==> src/rtl/io_cycle_watchdog.sv <==
// io_cycle_watchdog: bounds each Host I/O cycle, forcing /READY and logging the fault on expiry
module io_cycle_watchdog #(
    parameter int TIMEOUT = 1024,
    parameter int CNT_W   = 16
) (
    input  logic       clk,
    input  logic       rst,
    input  logic       iorq_n,
    input  logic       r_w_,
    input  logic       win_valid,
    input  logic [3:0] win_index,
    input  logic [2:0] sel_slot,
    input  logic       ready_n,
    input  logic       wd_enable,
    input  logic       irq_ack,
    output logic       host_ready_n,
    output logic       force_ff,
    output logic       fault_valid,
    output logic       fault_overflow,
    output logic [2:0] fault_slot,
    output logic [3:0] fault_win,
    output logic       fault_mapped,
    output logic       fault_read,
    output logic [7:0] fault_count,
    output logic       irq
);
    typedef enum logic [1:0] {S_IDLE, S_WAIT, S_EXPIRED, S_RELEASE} state_t;

    localparam logic [CNT_W-1:0] LAST = CNT_W'(TIMEOUT - 1);

    state_t           state;
    logic [CNT_W-1:0] counter;
    logic             ctx_valid;
    logic [3:0]       ctx_win;
    logic [2:0]       ctx_slot;
    logic             ctx_read;
    logic             expire;

    // Expiry fires only when no abort or handshake takes priority in WAIT
    always_comb begin
        expire = (state == S_WAIT) && !iorq_n && ready_n && wd_enable && (counter == LAST);
    end

    // Cycle-tracking state machine with latched cycle context
    always_ff @(posedge clk) begin
        if (rst) begin
            state     <= S_IDLE;
            counter   <= '0;
            ctx_valid <= 1'b0;
            ctx_win   <= '0;
            ctx_slot  <= '0;
            ctx_read  <= 1'b0;
        end else begin
            case (state)
                S_IDLE: begin
                    counter <= '0;
                    if (!iorq_n) begin
                        state     <= S_WAIT;
                        ctx_valid <= win_valid;
                        ctx_win   <= win_index;
                        ctx_slot  <= sel_slot;
                        ctx_read  <= r_w_;
                    end
                end
                S_WAIT: begin
                    if (iorq_n)
                        state <= S_IDLE;
                    else if (!ready_n)
                        state <= S_RELEASE;
                    else if (expire)
                        state <= S_EXPIRED;
                    else
                        counter <= (counter == LAST) ? counter : counter + CNT_W'(1);
                end
                S_EXPIRED: state <= iorq_n ? S_IDLE : S_EXPIRED;
                default:   state <= iorq_n ? S_IDLE : S_RELEASE;
            endcase
        end
    end

    // Fault record: first expiry latched, later ones flag overflow; ack clears, count only by reset
    always_ff @(posedge clk) begin
        if (rst) begin
            fault_valid    <= 1'b0;
            fault_overflow <= 1'b0;
            fault_slot     <= '0;
            fault_win      <= '0;
            fault_mapped   <= 1'b0;
            fault_read     <= 1'b0;
            fault_count    <= '0;
        end else begin
            fault_valid    <= expire | (fault_valid & ~irq_ack);
            fault_overflow <= ~irq_ack & (fault_overflow | (expire & fault_valid));
            if (expire) begin
                fault_count <= fault_count + 8'(fault_count != 8'hFF);
                if (!fault_valid || irq_ack) begin
                    fault_slot   <= ctx_slot;
                    fault_win    <= ctx_win;
                    fault_mapped <= ctx_valid;
                    fault_read   <= ctx_read;
                end
            end
        end
    end

    assign host_ready_n = ready_n & (state != S_EXPIRED);
    assign force_ff     = (state == S_EXPIRED) & ctx_read;
    assign irq          = fault_valid;
endmodule

==> config.mk <==
export PLATFORM = sky130hd
export DESIGN_NAME = io_cycle_watchdog
export DESIGN_NICKNAME = d
export VERILOG_FILES = /design/src/rtl/io_cycle_watchdog.sv
export SDC_FILE = /design/constraint.sdc
export NUM_CORES = 1
export LEC_CHECK = 0
export CORE_MARGIN = 5
export CORE_UTILIZATION = 57
export DETAILED_ROUTE_END_ITERATION = 10
export GPL_TIMING_DRIVEN = 0
export PLACE_DENSITY = 0.85
export SKIP_LAST_GASP = 1
export SYNTH_ARGS = -nofsm -noshare
export SYNTH_HDL_FRONTEND = slang
export SYNTH_SLANG_ARGS = --single-unit
==> constraint.sdc <==
create_clock -name clk -period 5.3 [get_ports clk]
set_input_delay 1.06 -clock clk [delete_from_list [all_inputs] [get_ports clk]]
set_output_delay 1.06 -clock clk [all_outputs]
set_load 0.01 [all_outputs]
## Word level (Yosys, flattened, before mapping)

Index checks and enable logic that the tools add are counted.

- Flip-flop bits (word level): 46
- Output and inout port bits: 22
- Word-level logic and storage cells: 60

- Add/sub/neg operators: 2
- Equal/unequal tests: 11
- Multiplexer cells: 12
- Bitwise gates (word level): 9
- Reductions and logical operators: 13

Operators by type and width:

| cell | number |
|---|---|
| $mux 16 | 4 |
| $pmux 16 s2 | 1 |
| $add 16x1->16 const B | 1 |
| $eq 16x10->1 const B | 1 |
| $mux 2 | 6 |
| $ne 2x2->1 const B | 6 |
| $add 8x1->8 | 1 |
| $ne 8x8->1 const B | 1 |
| $pmux 2 s3 | 1 |
| $reduce_and 2->1 | 3 |
| $and 1x1->1 | 5 |
| $reduce_and 5->1 | 1 |
| $logic_and 1x1->1 | 4 |
| $ne 4x4->1 const B | 1 |
| $eq 2x1->1 const B | 1 |
| $eq 2x2->1 const B | 1 |
| $logic_not 1->1 | 2 |
| $logic_not 2->1 | 1 |
| $not 1->1 | 2 |
| $or 1x1->1 | 2 |
| $reduce_bool 2->1 | 1 |
| $logic_or 1x1->1 | 1 |

## Longest topological paths before layout

- Depth after elaboration: 9
- Mapped depth: 9
- Gate-level depth less buffers: 9

## Worst setup path after synthesis

No wires, ideal clock.

- Path type: input-to-reg
- From: input iorq_n
- To: register fault_mapped
- Arrival: 2214 ps
- Setup slack: 2958 ps
- Cell stages on the path: 7
- Cell sequence: clkbuf_1 > and4bb_2 > nand4_1 > nor4_1 > buf_4 > mux2i_1 > nor2_1

- Cells in the longest elaborated chain, start to end: 6

RTL lines:

| element | line | RTL |
|---|---|---|
| start: declaration | 8 | `input logic iorq_n,` |
| $logic_not 1->1 | -- |  |
| $logic_and 1x1->1 (4 in a row) | 41 | `expire = (state == S_WAIT) && !iorq_n && ready_n && wd_enable && (counter == LAST);` |
| $reduce_and 2->1 (no source line) | -- |  |
| end signal: assignment | 99 | `fault_mapped <= ctx_valid;` |
| end: declaration | 22 | `output logic fault_mapped,` |

No other way between the ends.
A chain may end at the register's enable or synchronous reset.

## Worst setup path after layout

- From: input ready_n
- To: output host_ready_n

- Cells in the longest elaborated chain, start to end: 1

RTL lines:

| element | line | RTL |
|---|---|---|
| start: declaration | 13 | `input logic ready_n,` |
| $and 1x1->1 | 106 | `assign host_ready_n = ready_n & (state != S_EXPIRED);` |
| end: declaration | 16 | `output logic host_ready_n,` |

No other way between the ends.

==> flow_summary.html <==
<table>
<tr><th>Metric</th><th>Value</th></tr>
<tr><th colspan="2">Global routing</th></tr>
<tr><td>Met3 usage in global routing</td><td>around 6.0%</td></tr>
<tr><td>Peak-usage layer in the global routing report</td><td>met2</td></tr>
<tr><td>Global-route met1 utilization</td><td>27.4%</td></tr>
<tr><td>Global-route wire length before repair</td><td>about 9500 um</td></tr>
<tr><td>Largest net degree at the start of global routing</td><td>16</td></tr>
<tr><td>Antenna violations before repair</td><td>0</td></tr>
<tr><td>Met2 routing resource usage after global routing</td><td>about two fifths</td></tr>
<tr><td>Number of global-route vias before repair</td><td>2,044</td></tr>
<tr><td>Overflow after GRT</td><td>0</td></tr>
<tr><td>Total routing usage reported by global routing</td><td>23.0%</td></tr>
<tr><th colspan="2">Yosys</th></tr>
<tr><td>Number of standard cells after synthesis</td><td>262</td></tr>
<tr><td>Ys Warns</td><td>0</td></tr>
<tr><td>Total of flip-flops plus latches after synthesis</td><td>46</td></tr>
<tr><td>Library cell with the largest summed area after synthesis</td><td>dfxtp_1</td></tr>
<tr><td>Post-synth EDFFs</td><td>0</td></tr>
<tr><td>Average cell area after synthesis</td><td>approximately 8.5 um2</td></tr>
<tr><td>Top-count cell post-synth</td><td>dfxtp_1</td></tr>
<tr><td>Top area cells in the synthesized netlist</td><td>dfxtp_1, nand2_1, nor2_1</td></tr>
<tr><td>Share of async-settable or async-resettable flops after synthesis</td><td>0%</td></tr>
<tr><td>Most frequently used flop master after synthesis</td><td>dfxtp_1</td></tr>
<tr><td>Cell types with the highest counts after synthesis</td><td>dfxtp_1, nand2_1, nor2_1</td></tr>
<tr><td>Syn Nets</td><td>between 200 and 300</td></tr>
<tr><td>Cell variety after synth</td><td>48</td></tr>
<tr><td>Area of the mapped netlist</td><td>0.00222 mm2</td></tr>
<tr><td>Sequential element share of the synthesized area</td><td>about two fifths</td></tr>
<tr><td>Share of Yosys cell area claimed by the top area cell type</td><td>41.4%</td></tr>
<tr><th colspan="2">Floorplan</th></tr>
<tr><td>Floorplan die width</td><td>between 70 and 80 um</td></tr>
<tr><td>Placement row count</td><td>22</td></tr>
<tr><td>Initial core utilization</td><td>around three fifths</td></tr>
<tr><td>Io pins</td><td>37</td></tr>
<tr><td>Core Region</td><td>about 0.0037 mm2</td></tr>
<tr><td>Die area</td><td>roughly 0.0052 mm2</td></tr>
<tr><td>Y dimension of the die</td><td>72.5 um</td></tr>
<tr><th colspan="2">Cells and area</th></tr>
<tr><td>Total number of nets in the final design</td><td>approximately 320</td></tr>
<tr><td>Antenna diode count</td><td>0</td></tr>
<tr><td>Filler cell count</td><td>about 300</td></tr>
<tr><td>Non-filler instance count after layout</td><td>between 300 and 400</td></tr>
<tr><td>Ratio of cells with drive above 1 in the final layout</td><td>a little under a tenth</td></tr>
<tr><td>Growth of design area from synthesis to finish</td><td>23.5%</td></tr>
<tr><th colspan="2">Timing</th></tr>
<tr><td>Total Neg Setup Slack</td><td>0 ns</td></tr>
<tr><td>Endpoints failing setup</td><td>0</td></tr>
<tr><td>Worst slack on hold paths</td><td>around 0.46 ns</td></tr>
<tr><td>Achievable Freq</td><td>approximately 300 MHz</td></tr>
<tr><td>Min Tclk post-route</td><td>~3.3 ns</td></tr>
<tr><td>Headroom to the max-slew limit</td><td>around 28%</td></tr>
<tr><td>Final period util</td><td>~63%</td></tr>
<tr><td>Slew at the pin closest to its max-slew limit</td><td>approximately 1.1 ns</td></tr>
<tr><td>Endpoints failing hold</td><td>0</td></tr>
<tr><td>Pins over their slew limit</td><td>0</td></tr>
<tr><td>Unrepaired setup endpoints after global routing</td><td>false</td></tr>
<tr><td>Fin Clk Skew</td><td>roughly 0.0086 ns</td></tr>
<tr><th colspan="2">Routing</th></tr>
<tr><td>Routed vias</td><td>2,086</td></tr>
<tr><td>Remaining antenna violation count after routing</td><td>0</td></tr>
<tr><td>DRC errors left</td><td>0</td></tr>
<tr><td>Final wirelength</td><td>~5700 um</td></tr>
<tr><td>Violation count after the first detailed-route iteration</td><td>165</td></tr>
<tr><td>Routed wire length per instance</td><td>16.1 um</td></tr>
<tr><td>Iteration count of the initial detailed-routing pass</td><td>4</td></tr>
<tr><td>Average vias per placed instance</td><td>5.91</td></tr>
<tr><th colspan="2">Power</th></tr>
<tr><td>Worst IR drop on VDD</td><td>between 0.2 and 0.25 mV</td></tr>
<tr><td>Static Leak</td><td>between 0.9 and 1 nW</td></tr>
<tr><td>Total power per unit cell area</td><td>around 240 mW/mm2</td></tr>
<tr><th colspan="2">CTS</th></tr>
<tr><td>Clk root buf</td><td>clkbuf_8</td></tr>
<tr><td>Clock-pin slew reported for the worst setup and hold paths after clock tree synthesis</td><td>0.09 ns</td></tr>
<tr><td>H-tree levels</td><td>2</td></tr>
<tr><td>Post-CTS setup buffer count</td><td>0</td></tr>
<tr><td>Cts hold-fix bufs</td><td>0</td></tr>
<tr><td>Worst-Skew Late Latency</td><td>0.31 ns</td></tr>
<tr><td>Total number of clock tree sinks</td><td>46</td></tr>
<tr><td>Post-CTS resize count</td><td>0</td></tr>
<tr><td>Number of CTS-inserted buffers</td><td>5</td></tr>
<tr><td>CTS tree</td><td>built</td></tr>
<tr><td>Maximum count of clock buffers along a single path</td><td>2</td></tr>
<tr><th colspan="2">Worst setup path</th></tr>
<tr><td>Slowest CP cell</td><td>clkdlybuf4s50_1</td></tr>
<tr><td>Critical path startpoint category</td><td>input port</td></tr>
<tr><td>Worst-case reg-to-reg path depth</td><td>6</td></tr>
<tr><td>Cell family contributing the most delay on the critical path</td><td>buffers and inverters</td></tr>
<tr><td>Setup slack on the worst flop-to-flop path</td><td>3.15 ns</td></tr>
<tr><td>Longest individual stage delay on the worst path</td><td>roughly 0.55 ns</td></tr>
<tr><td>Worst Setup End Kind</td><td>output port</td></tr>
<tr><td>Worst Path Max Fanout</td><td>4</td></tr>
<tr><td>Type of the setup path with the least slack</td><td>input port to output port</td></tr>
<tr><td>Worst path bufs/invs</td><td>2</td></tr>
<tr><td>Data arrival time of the critical path</td><td>2.29 ns</td></tr>
<tr><td>Required arrival time at the worst endpoint</td><td>roughly 4.2 ns</td></tr>
<tr><td>End of the worst register-to-register path</td><td>counter[2]</td></tr>
<tr><td>CP dominant cell by count</td><td>clkdlybuf4s50_1</td></tr>
<tr><td>Cells traversed along the worst timing path</td><td>clkdlybuf4s50_1 -&gt; nor2b_1 -&gt; clkdlybuf4s50_1</td></tr>
<tr><td>Launch instance of the worst register-to-register path</td><td>counter[0]</td></tr>
<tr><th colspan="2">Place</th></tr>
<tr><td>Global placer's final weighted congestion</td><td>between 0.8 and 0.9</td></tr>
<tr><td>Placed cells</td><td>345</td></tr>
<tr><td>Port bufs</td><td>35</td></tr>
<tr><td>Detailed placement HPWL</td><td>4070 um</td></tr>
<tr><th colspan="2">Job</th></tr>
<tr><td>Max-cap violations</td><td>0</td></tr>
<tr><th colspan="2">Hold path</th></tr>
<tr><td>Hold worst-path end</td><td>ctx_slot[1]</td></tr>
<tr><td>Type of the worst min-delay path</td><td>flop to flop</td></tr>
<tr><td>Count of cells along the worst hold path</td><td>2</td></tr>
<tr><td>Worst hold start</td><td>ctx_slot[1]</td></tr>
<tr><th colspan="2">Outcome</th></tr>
<tr><td>Result of the run</td><td>complete, no violations</td></tr>
</table>
==> metrics by stage <==
| stage | cell area [um2] | power, mW | setup slack, ns | util (%) |
|---|---|---|---|---|
| 2_1_floorplan | 2220 | 0.384 | 2.96 | - |
| 3_3_place_gp | 2630 | 0.403 | 1.95 | 70.9 |
| 3_5_place_dp | 2630 | 0.405 | 1.94 | 70.9 |
| 4_1_cts | 2750 | 0.669 | 1.94 | 73.9 |
| 5_1_grt | 2750 | 0.687 | 1.88 | 73.9 |
| 6_report | 2750 | 0.668 | 1.95 | 73.9 |
==> power by group <==
group | switching, mW | internal, mW | total (mW)
Sequential | 0.00371 | 0.350 | 0.354
Combinational | 0.0250 | 0.0188 | 0.0437
Clock | 0.129 | 0.141 | 0.270
==> cell families after synthesis <==
| kind of cell | share of synthesized area [%] |
|---|---|
| AO/OA/AOI/OAI | 12.0 |
| XOR/XNOR | 2.76 |
| adder cells (fa/ha/maj) | 1.69 |
| buffers and inverters | 2.70 |
| flip-flops | 41.4 |
| multiplexers | 5.52 |
| AND/OR/NAND/NOR | 33.9 |
==> tightest hold or removal path, cell delays in order, from the launching register on <==
cell,delay [ns]
dfxtp_1,0.32
nand2_1,0.05
a21oi_1,0.05
==> cell usage in the layout (no fill, tap or decap), drive strengths merged, types with 3 or more instances in the layout <==
master and n:
a21oi 18, and2 4, nand2 39, inv 4, dfxtp 46, mux2i 10, nand4 9, nor2 29
clkbuf 13, nor3 11, clkdlybuf4s50 35, a31oi 4, ha 3, o21ai 10, nor4 8, nor2b 4
nand3 11, xnor2 6, buf 3, and3 5
==> worst max-delay path by stage <==
stage                 start           end  cells past startpoint
floorplan            iorq_n  fault_mapped                      7
detailed placement  ready_n  host_ready_n                      3
global placement    ready_n  host_ready_n                      3
global route        ready_n  host_ready_n                      3
finish              ready_n  host_ready_n                      3
CTS                 ready_n  host_ready_n                      3
==> area by class of cell <==
class	count	area [um2]	share of cell area, %
sequential	46	921	33.5
timing repair buffer	35	350	12.8
multi-input combinational	202	1240	45.2
tap	48	60.1	2.19
clock buffer	5	68.8	2.51
clock inverter	3	43.8	1.59
inverter	3	11.3	0.410
buffer	11	48.8	1.78
==> metal layers <==
metal	part of all wire, %	vias up	wire [um]
li1	-	1023	-
met1	43	995	2440
met5	0	-	0
met4	1.2	0	70
met2	50	62	2830
met3	5.9	6	334
==> sequential cells by signal, summed over array words and instances, names as in the netlist, 2 cells and up <==
register / cells
fault_win: 4
fault_slot: 3
ctx_win: 4
fault_count: 8
counter: 16
state: 2
ctx_slot: 3
Power figures use the tool's default switching activity.
